$ cat config.mk
export PLATFORM = sky130hd
export DESIGN_NAME = sudoku_board_streamer
export DESIGN_NICKNAME = d
export VERILOG_FILES = /design/src/rtl/sudoku_pkg.sv /design/src/rtl/sudoku_cell_counter.sv /design/src/rtl/sudoku_board_streamer.sv
export SDC_FILE = /design/constraint.sdc
export NUM_CORES = 1
export LEC_CHECK = 0
export CAP_MARGIN = 20
export CORE_MARGIN = 1
export CORE_UTILIZATION = 35
export DETAILED_ROUTE_END_ITERATION = 10
export GPL_ROUTABILITY_DRIVEN = 0
export GPL_TIMING_DRIVEN = 0
export PLACE_DENSITY = 0.7
export SETUP_SLACK_MARGIN = 0.02
export SLEW_MARGIN = 25
export SYNTH_ARGS = -nofsm -noshare
export SYNTH_HDL_FRONTEND = slang
export SYNTH_SLANG_ARGS = --single-unit
$ cat constraint.sdc
create_clock -name clk -period 3.1 [get_ports clk]
set_clock_uncertainty 0.15 [all_clocks]
set_input_delay 0.62 -clock clk [delete_from_list [all_inputs] [get_ports clk]]
set_output_delay 0.62 -clock clk [all_outputs]
set_load 0.005 [all_outputs]
$ cat src/rtl/sudoku_pkg.sv
// Shared Sudoku board definitions: dimensions, value limits and the read-stream FSM state type.
package sudoku_pkg;

  localparam int BOARD_DIM  = 9;
  localparam int CELL_COUNT = BOARD_DIM * BOARD_DIM;
  localparam int CELL_W     = 4;
  localparam int MAX_VALUE  = 9;

  typedef enum logic [2:0] {
    ST_IDLE,
    ST_READ,
    ST_CAPTURE,
    ST_SEND,
    ST_DONE
  } stream_state_t;

  function automatic logic cell_is_bad(input logic [CELL_W-1:0] value);
    return value > CELL_W'(MAX_VALUE);
  endfunction

endpackage

$ cat src/rtl/sudoku_cell_counter.sv
// Row-major row/column walker over the 9x9 board with clear, step and a last-cell flag.
module sudoku_cell_counter
  import sudoku_pkg::*;
(
  input  logic       clk,
  input  logic       rst_n,
  input  logic       clear,
  input  logic       step,
  output logic [3:0] row,
  output logic [3:0] col,
  output logic       last
);

  localparam logic [3:0] MAX_IDX = 4'(BOARD_DIM - 1);

  always_ff @(posedge clk) begin
    if (!rst_n || clear) begin
      row <= '0;
      col <= '0;
    end else if (step) begin
      if (col == MAX_IDX) begin
        col <= '0;
        row <= row + 4'd1;
      end else begin
        col <= col + 4'd1;
      end
    end
  end

  assign last = (row == MAX_IDX) && (col == MAX_IDX);

endmodule

$ cat src/rtl/sudoku_board_streamer.sv
// Walks all 81 board cells through the synchronous read port and emits them on a valid/ready byte stream.
// Define SUDOKU_STREAM_PACK_EN to pack two cells per byte (41 bytes) instead of {col, value} (81 bytes).
//
// state      | meaning
// -----------+-----------------------------------------------------------
// ST_IDLE    | waiting for start; address held at (0,0)
// ST_READ    | current cell address presented to the board
// ST_CAPTURE | board data latched into the output register
// ST_SEND    | out_valid high, holding until the sink accepts
// ST_DONE    | one-cycle done pulse, counter returns to (0,0)
module sudoku_board_streamer
  import sudoku_pkg::*;
(
  input  logic       clk,
  input  logic       rst_n,
  input  logic       start,
  output logic [3:0] rd_row,
  output logic [3:0] rd_col,
  input  logic [3:0] rd_data,
  output logic [7:0] out_data,
  output logic       out_valid,
  input  logic       out_ready,
  output logic       busy,
  output logic       done,
  output logic       bad_cell
);

  stream_state_t state, state_nxt;
  logic          cnt_clear;
  logic          cnt_step;
  logic          cnt_last;
  logic [7:0]    data_q;
  logic          bad_q;
`ifdef SUDOKU_STREAM_PACK_EN
  logic          odd_q;
`endif

  sudoku_cell_counter u_cell_counter (
    .clk   (clk),
    .rst_n (rst_n),
    .clear (cnt_clear),
    .step  (cnt_step),
    .row   (rd_row),
    .col   (rd_col),
    .last  (cnt_last)
  );

  always_ff @(posedge clk) begin
    if (!rst_n) state <= ST_IDLE;
    else        state <= state_nxt;
  end

  always_comb begin
    state_nxt = state;
    cnt_clear = 1'b0;
    cnt_step  = 1'b0;
    case (state)
      ST_IDLE: begin
        cnt_clear = 1'b1;
        if (start) state_nxt = ST_READ;
      end
      ST_READ: state_nxt = ST_CAPTURE;
      ST_CAPTURE: begin
`ifdef SUDOKU_STREAM_PACK_EN
        // An even cell only fills the low nibble; fetch its partner unless it was cell 80.
        if (!odd_q && !cnt_last) begin
          cnt_step  = 1'b1;
          state_nxt = ST_READ;
        end else begin
          state_nxt = ST_SEND;
        end
`else
        state_nxt = ST_SEND;
`endif
      end
      ST_SEND: begin
        if (out_ready) begin
          if (cnt_last) begin
            state_nxt = ST_DONE;
          end else begin
            cnt_step  = 1'b1;
            state_nxt = ST_READ;
          end
        end
      end
      ST_DONE: begin
        cnt_clear = 1'b1;
        state_nxt = ST_IDLE;
      end
      default: state_nxt = ST_IDLE;
    endcase
  end

  always_ff @(posedge clk) begin
    if (!rst_n) begin
      data_q <= '0;
      bad_q  <= 1'b0;
`ifdef SUDOKU_STREAM_PACK_EN
      odd_q  <= 1'b0;
`endif
    end else begin
      if (state == ST_IDLE && start) begin
        bad_q <= 1'b0;
`ifdef SUDOKU_STREAM_PACK_EN
        odd_q <= 1'b0;
`endif
      end
      if (state == ST_CAPTURE) begin
        if (cell_is_bad(rd_data)) bad_q <= 1'b1;
`ifdef SUDOKU_STREAM_PACK_EN
        if (!odd_q) begin
          data_q <= {4'h0, rd_data};
          if (!cnt_last) odd_q <= 1'b1;
        end else begin
          data_q[7:4] <= rd_data;
          odd_q       <= 1'b0;
        end
`else
        data_q <= {rd_col, rd_data};
`endif
      end
    end
  end

  assign out_data  = data_q;
  assign bad_cell  = bad_q;
  assign out_valid = (state == ST_SEND);
  assign done      = (state == ST_DONE);
  assign busy      = (state != ST_IDLE);

endmodule

### Word level (Yosys, flattened, before mapping)

Cells that the tools add are included.

| cells by class | value |
|---|---|
| add/subtract/negate cells | 2 |
| magnitude comparators | 1 |
| equality and inequality tests | 8 |
| mux-type cells | 12 |
| reduce and logical (&&, ||, !) cells | 9 |

Operator list:

| cell | number |
|---|---|
| case mux 3 bit (4 select lines) | 1 |
| 2-to-1 mux 3 bit | 3 |
| adder 4 x 1 -> 4 bit, second input constant | 2 |
| == test 4 bit, second input constant | 2 |
| 2-to-1 mux 1 bit | 7 |
| == test 3 x 2 -> 1 bit, second input constant | 2 |
| greater-than comparator 4 bit, second input constant | 1 |
| 2-to-1 mux 4 bit | 1 |
| AND reduction 2 bit | 2 |
| == test 3 x 1 -> 1 bit, second input constant | 1 |
| == test 3 bit, second input constant | 1 |
| zero test 3 bit | 1 |
| nonzero test 3 bit | 1 |
| logical AND 1 bit | 2 |
| inequality test 2 x 1 -> 1 bit, second input constant | 1 |
| inequality test 2 bit, second input constant | 1 |
| OR reduction 2 bit | 1 |
| zero test 1 bit | 1 |
| logical OR 1 bit | 1 |

| storage, ports and cells | value |
|---|---|
| bits in registers | 20 |
| input port bits | 8 |
| output and inout bits | 20 |
| logic and storage cells | 37 |

### Logic depth before layout (Yosys ltp)

| depth | value |
|---|---|
| depth after elaboration | 6 |
| depth in mapped cells | 6 |
| mapped depth without buffers | 5 |

### By module

From an unflattened synthesis, not the netlist that was laid out.

| second synthesis, totals | value |
|---|---|
| cells, all modules | 102 |
| area, all modules | 929.6 um^2 |

Modules (own cells, without submodules):

| module | instances | cells each | area an instance (um^2) | seq. area each (um^2) |
|---|---|---|---|---|
| sudoku_board_streamer | 1 | 58 | 524.3 | 240.2 |
| sudoku_cell_counter | 1 | 44 | 405.4 | 160.2 |

### Worst setup path after synthesis

OpenSTA, ideal clock, no wires.

| timing path | value |
|---|---|
| kind | reg-to-reg |
| start point | register u_cell_counter.row[0] |
| end point | register u_cell_counter.row[2] |
| setup time | 72 ps |
| arrival | 1465 ps |
| setup slack | 1413 ps |
| cell stages (with the launch flop) | 7 |
| path buffers | 1 |
| cells stage by stage | dfxtp_1 > inv_1 > ha_1 > and3b_1 > clkbuf_1 > nor4b_1 > mux2i_1 |

| on the way | value |
|---|---|
| longest elaborated chain between the ends | 6 |

Ends and longest elaborated chain:

| item | line | source |
|---|---|---|
| from (decl) | sudoku_cell_counter.sv:9 | `output logic [3:0] row,` |
| from (signal assigned) | sudoku_cell_counter.sv:23 | `row <= row + 4'd1;` |
| == test 4 bit | sudoku_cell_counter.sv:30 | `assign last = (row == MAX_IDX) && (col == MAX_IDX);` |
| logical AND 1 bit | sudoku_cell_counter.sv:30 |  |
| 2-to-1 mux 1 bit | sudoku_board_streamer.sv:78 | `if (cnt_last) begin` |
| 2-to-1 mux 1 bit | sudoku_board_streamer.sv:77 | `if (out_ready) begin` |
| 2-to-1 mux 1 bit | sudoku_board_streamer.sv:57 | `case (state)` |
| AND reduction 2 bit (no line) | -- |  |

Parallel ways exist; a longest one is shown, timed or not.
A chain may end at the register's enable or synchronous reset.

### Worst setup path after layout

| timing path | value |
|---|---|
| start point | register state[0] |
| end point | output busy |

| on the way | value |
|---|---|
| longest elaborated chain between the ends | 1 |

Ends and longest elaborated chain:

| item | line | source |
|---|---|---|
| from (decl) | sudoku_board_streamer.sv:28 | `stream_state_t state, state_nxt;` |
| from (signal assigned) | sudoku_board_streamer.sv:50 | `else state <= state_nxt;` |
| nonzero test 3 bit | sudoku_board_streamer.sv:129 | `assign busy = (state != ST_IDLE);` |
| to (decl) | sudoku_board_streamer.sv:23 | `output logic busy,` |

Every way passes these cells.

==> flow_metrics.tcl <==
set metrics [dict create \
    first_iter_violations 4 \
    drc 0 \
    critPathKind "flip-flop to output port" \
    slew_headroom_pct 54.6 \
    drtPass1Iterations 2 \
    die_y_um 55.1 \
    rsz0062_at_grt "no" \
    cts.sinks 20 \
    slew_viol_final 0 \
    drive_gt1_share_pct 6.72 \
    grt_start_max_net_pins 13 \
    cts_buffer_depth 2 \
    synth-seq-cells 20 \
    syn_to_final_growth_pct 36.5 \
    cts_buffers 3 \
    r2r_slack_ps 1190 \
    final_antenna_net_count 0 \
    nNetsFinal 147 \
    netlist_area_um2 987 \
    timing.hold.ws_ps 364 \
    num_vias 844 \
    die_w_um 55.1 \
    wire_per_inst_um 13.2 \
    via_per_inst 5.15 \
    cpPeakStageDelay_ps 470 \
    cts.repair.resized 0 \
    htree_levels 1 \
    min_period_ps 2480 \
    rows 18 \
    grt_overflow 0 \
    grt_pass1_wl_um 3460 \
    io-pin-count 28 \
    num_antenna_cells 0 \
    setup_viol 0 \
    yosysTopAreaCellShare_pct 40.6 \
    antenna_found_initial 0 \
    timing.fmax_ghz 0.403 \
    avgSynthCellArea_um2 9.58 \
    min_path_type "flip-flop to flip-flop" \
    cp_data_required_time_ps 2330 \
    synth_cell_types 33 \
    setup_tns_ps 0 \
    start_kind "flip-flop" \
    outcome "complete, no violations" \
    fillers 249 \
    syn-num-nets 115 \
    period_share_pct 80.1 \
    place_hpwl_um 1540 \
    cts_tree "built" \
    portBuffers 27 \
    synth_common_cells "dfxtp_1, mux2i_1, nor2b_1, inv_1, nand2_1" \
    grt_pass1_vias 767 \
    track_usage_pct 16.7 \
    die-area_um2 3040 \
    yosys-top-cells-area "dfxtp_1, mux2i_1, nor2b_1" \
    netlist_instances 103 \
    synth_edf_count 0 \
    power_density_nw_per_um2 420 \
    totalWireLength_um 2170 \
    maxCapViolations 0 \
    clock_latency_ps 310 \
    worstSetupEndpointType "output port" \
    synthArstFlopShare_pct 0 \
    worst_ep_arrival_time_ps 1710 \
    ys.flop_type "dfxtp_1" \
    worstPathMaxFanout 10 \
    core_region_area_um2 2570 \
    slowest_stage "clkdlybuf4s50_1" \
    cts_root_buf "clkbuf_4" \
    synth_most_common_cell "dfxtp_1" \
    ys_seq_area_share_pct 40.6 \
    tightestPinTransition_ps 674 \
    critical_path.cell_chain "buf_2 -> or3_1 -> clkdlybuf4s50_1" \
    clkTransAtPathRegs_ps 110 \
    ir_drop_v 0.000334 \
    hold_buffers 0 \
    yosys.area.top_type "dfxtp_1" \
    post_cts_buffers 0 \
    yosys_warnings 0 \
    start_util_pct 38.5 \
    p_leak_nw 0.504 \
    hold_viol_final 0 \
]
## through the flow
stage / power (W) / setup slack (ps) / area [µm²] / utilization, % / std cells
after floorplan: 0.000320 / 1410 / 987 / - / 103
after global placement: 0.000352 / 837 / 1290 / 50.4 / 160
after detailed placement: 0.000355 / 829 / 1290 / 50.4 / 160
after CTS: 0.000574 / 600 / 1350 / 52.5 / 164
after global routing: 0.000588 / 555 / 1350 / 52.5 / 164
final: 0.000566 / 616 / 1350 / 52.5 / 164
## layout make-up
| class | instances | area [µm²] | area share, % |
|---|---|---|---|
| plain buffers | 5 | 28.8 | 2.14 |
| clock buffers | 3 | 22.5 | 1.67 |
| clock inverters | 1 | 30.0 | 2.23 |
| inverters | 7 | 26.3 | 1.95 |
| multi-input cells | 71 | 532 | 39.5 |
| flip-flops and latches | 20 | 400 | 29.7 |
| well taps | 30 | 37.5 | 2.79 |
| repair buffers | 27 | 270 | 20.1 |
## cells in the final DEF (no fill, tap or decap)
cell / count
and3b_1: 2
a21oi_1: 4
nor4b_1: 1
dfxtp_1: 20
o21ai_0: 4
buf_6: 1
nand4b_4: 1
a311oi_1: 1
bufinv_16: 1
nand2_1: 7
a41oi_1: 1
ha_1: 4
nor4_1: 1
clkdlybuf4s50_1: 27
nand4_1: 1
o311a_1: 1
a31o_2: 1
nor2_1: 2
o31ai_1: 2
clkbuf_1: 2
a31oi_1: 2
nand3_1: 2
nor3b_1: 2
nand3b_1: 1
nand2b_1: 1
or4_1: 2
and4b_1: 1
or3_1: 1
nor3_1: 1
inv_1: 7
mux2i_1: 11
o21a_1: 4
buf_2: 2
nor2b_1: 9
clkbuf_4: 3
o211a_1: 1
## cell families after synthesis
family                     share of synthesized area (%)
AOI/OAI and AO/OA                                   14.6
adders and majority gates                           5.07
buffers and inverters                               5.58
DFF                                                 40.6
muxes                                               11.2
and+or+nand+nor                                     23.1
## layer usage
layer,track usage (%),vias to the layer above,wire (µm)
met2,24.9,14,980
met4,12.5,0,63
met5,0,-,0
met1,22.0,396,1060
li1,-,429,-
met3,1.64,5,61
## report_power, final
group          internal [W]  switching (W)  leakage (nW)   total, W
clock              0.000131      0.0000866        0.0279   0.000217
combinational     0.0000419      0.0000374         0.314  0.0000793
sequential         0.000264     0.00000474         0.162   0.000269
total              0.000437       0.000129         0.504   0.000566
## critical path, delay by kind of cell (launching register included)
kind                   cells  cell delay (ps)
buffers and inverters      2              640
DFF                        1              350
and+or+nand+nor            1              410
## path summary, 6_finish.rpt
path | from | end | cells after the start
setup / recovery | state[0] | busy | 3
hold / removal | u_cell_counter.row[2] | u_cell_counter.row[2] | 2
setup reg to reg | u_cell_counter.row[0] | u_cell_counter.row[2] | 6
hold reg to reg | u_cell_counter.row[2] | u_cell_counter.row[2] | 2
## sequential cells by signal, indices dropped and copies added (netlist names)
signal	count
bad_cell	1
out_data	8
state	3
u_cell_counter.col	4
u_cell_counter.row	4
No activity file was read; power rests on OpenSTA's default activity.
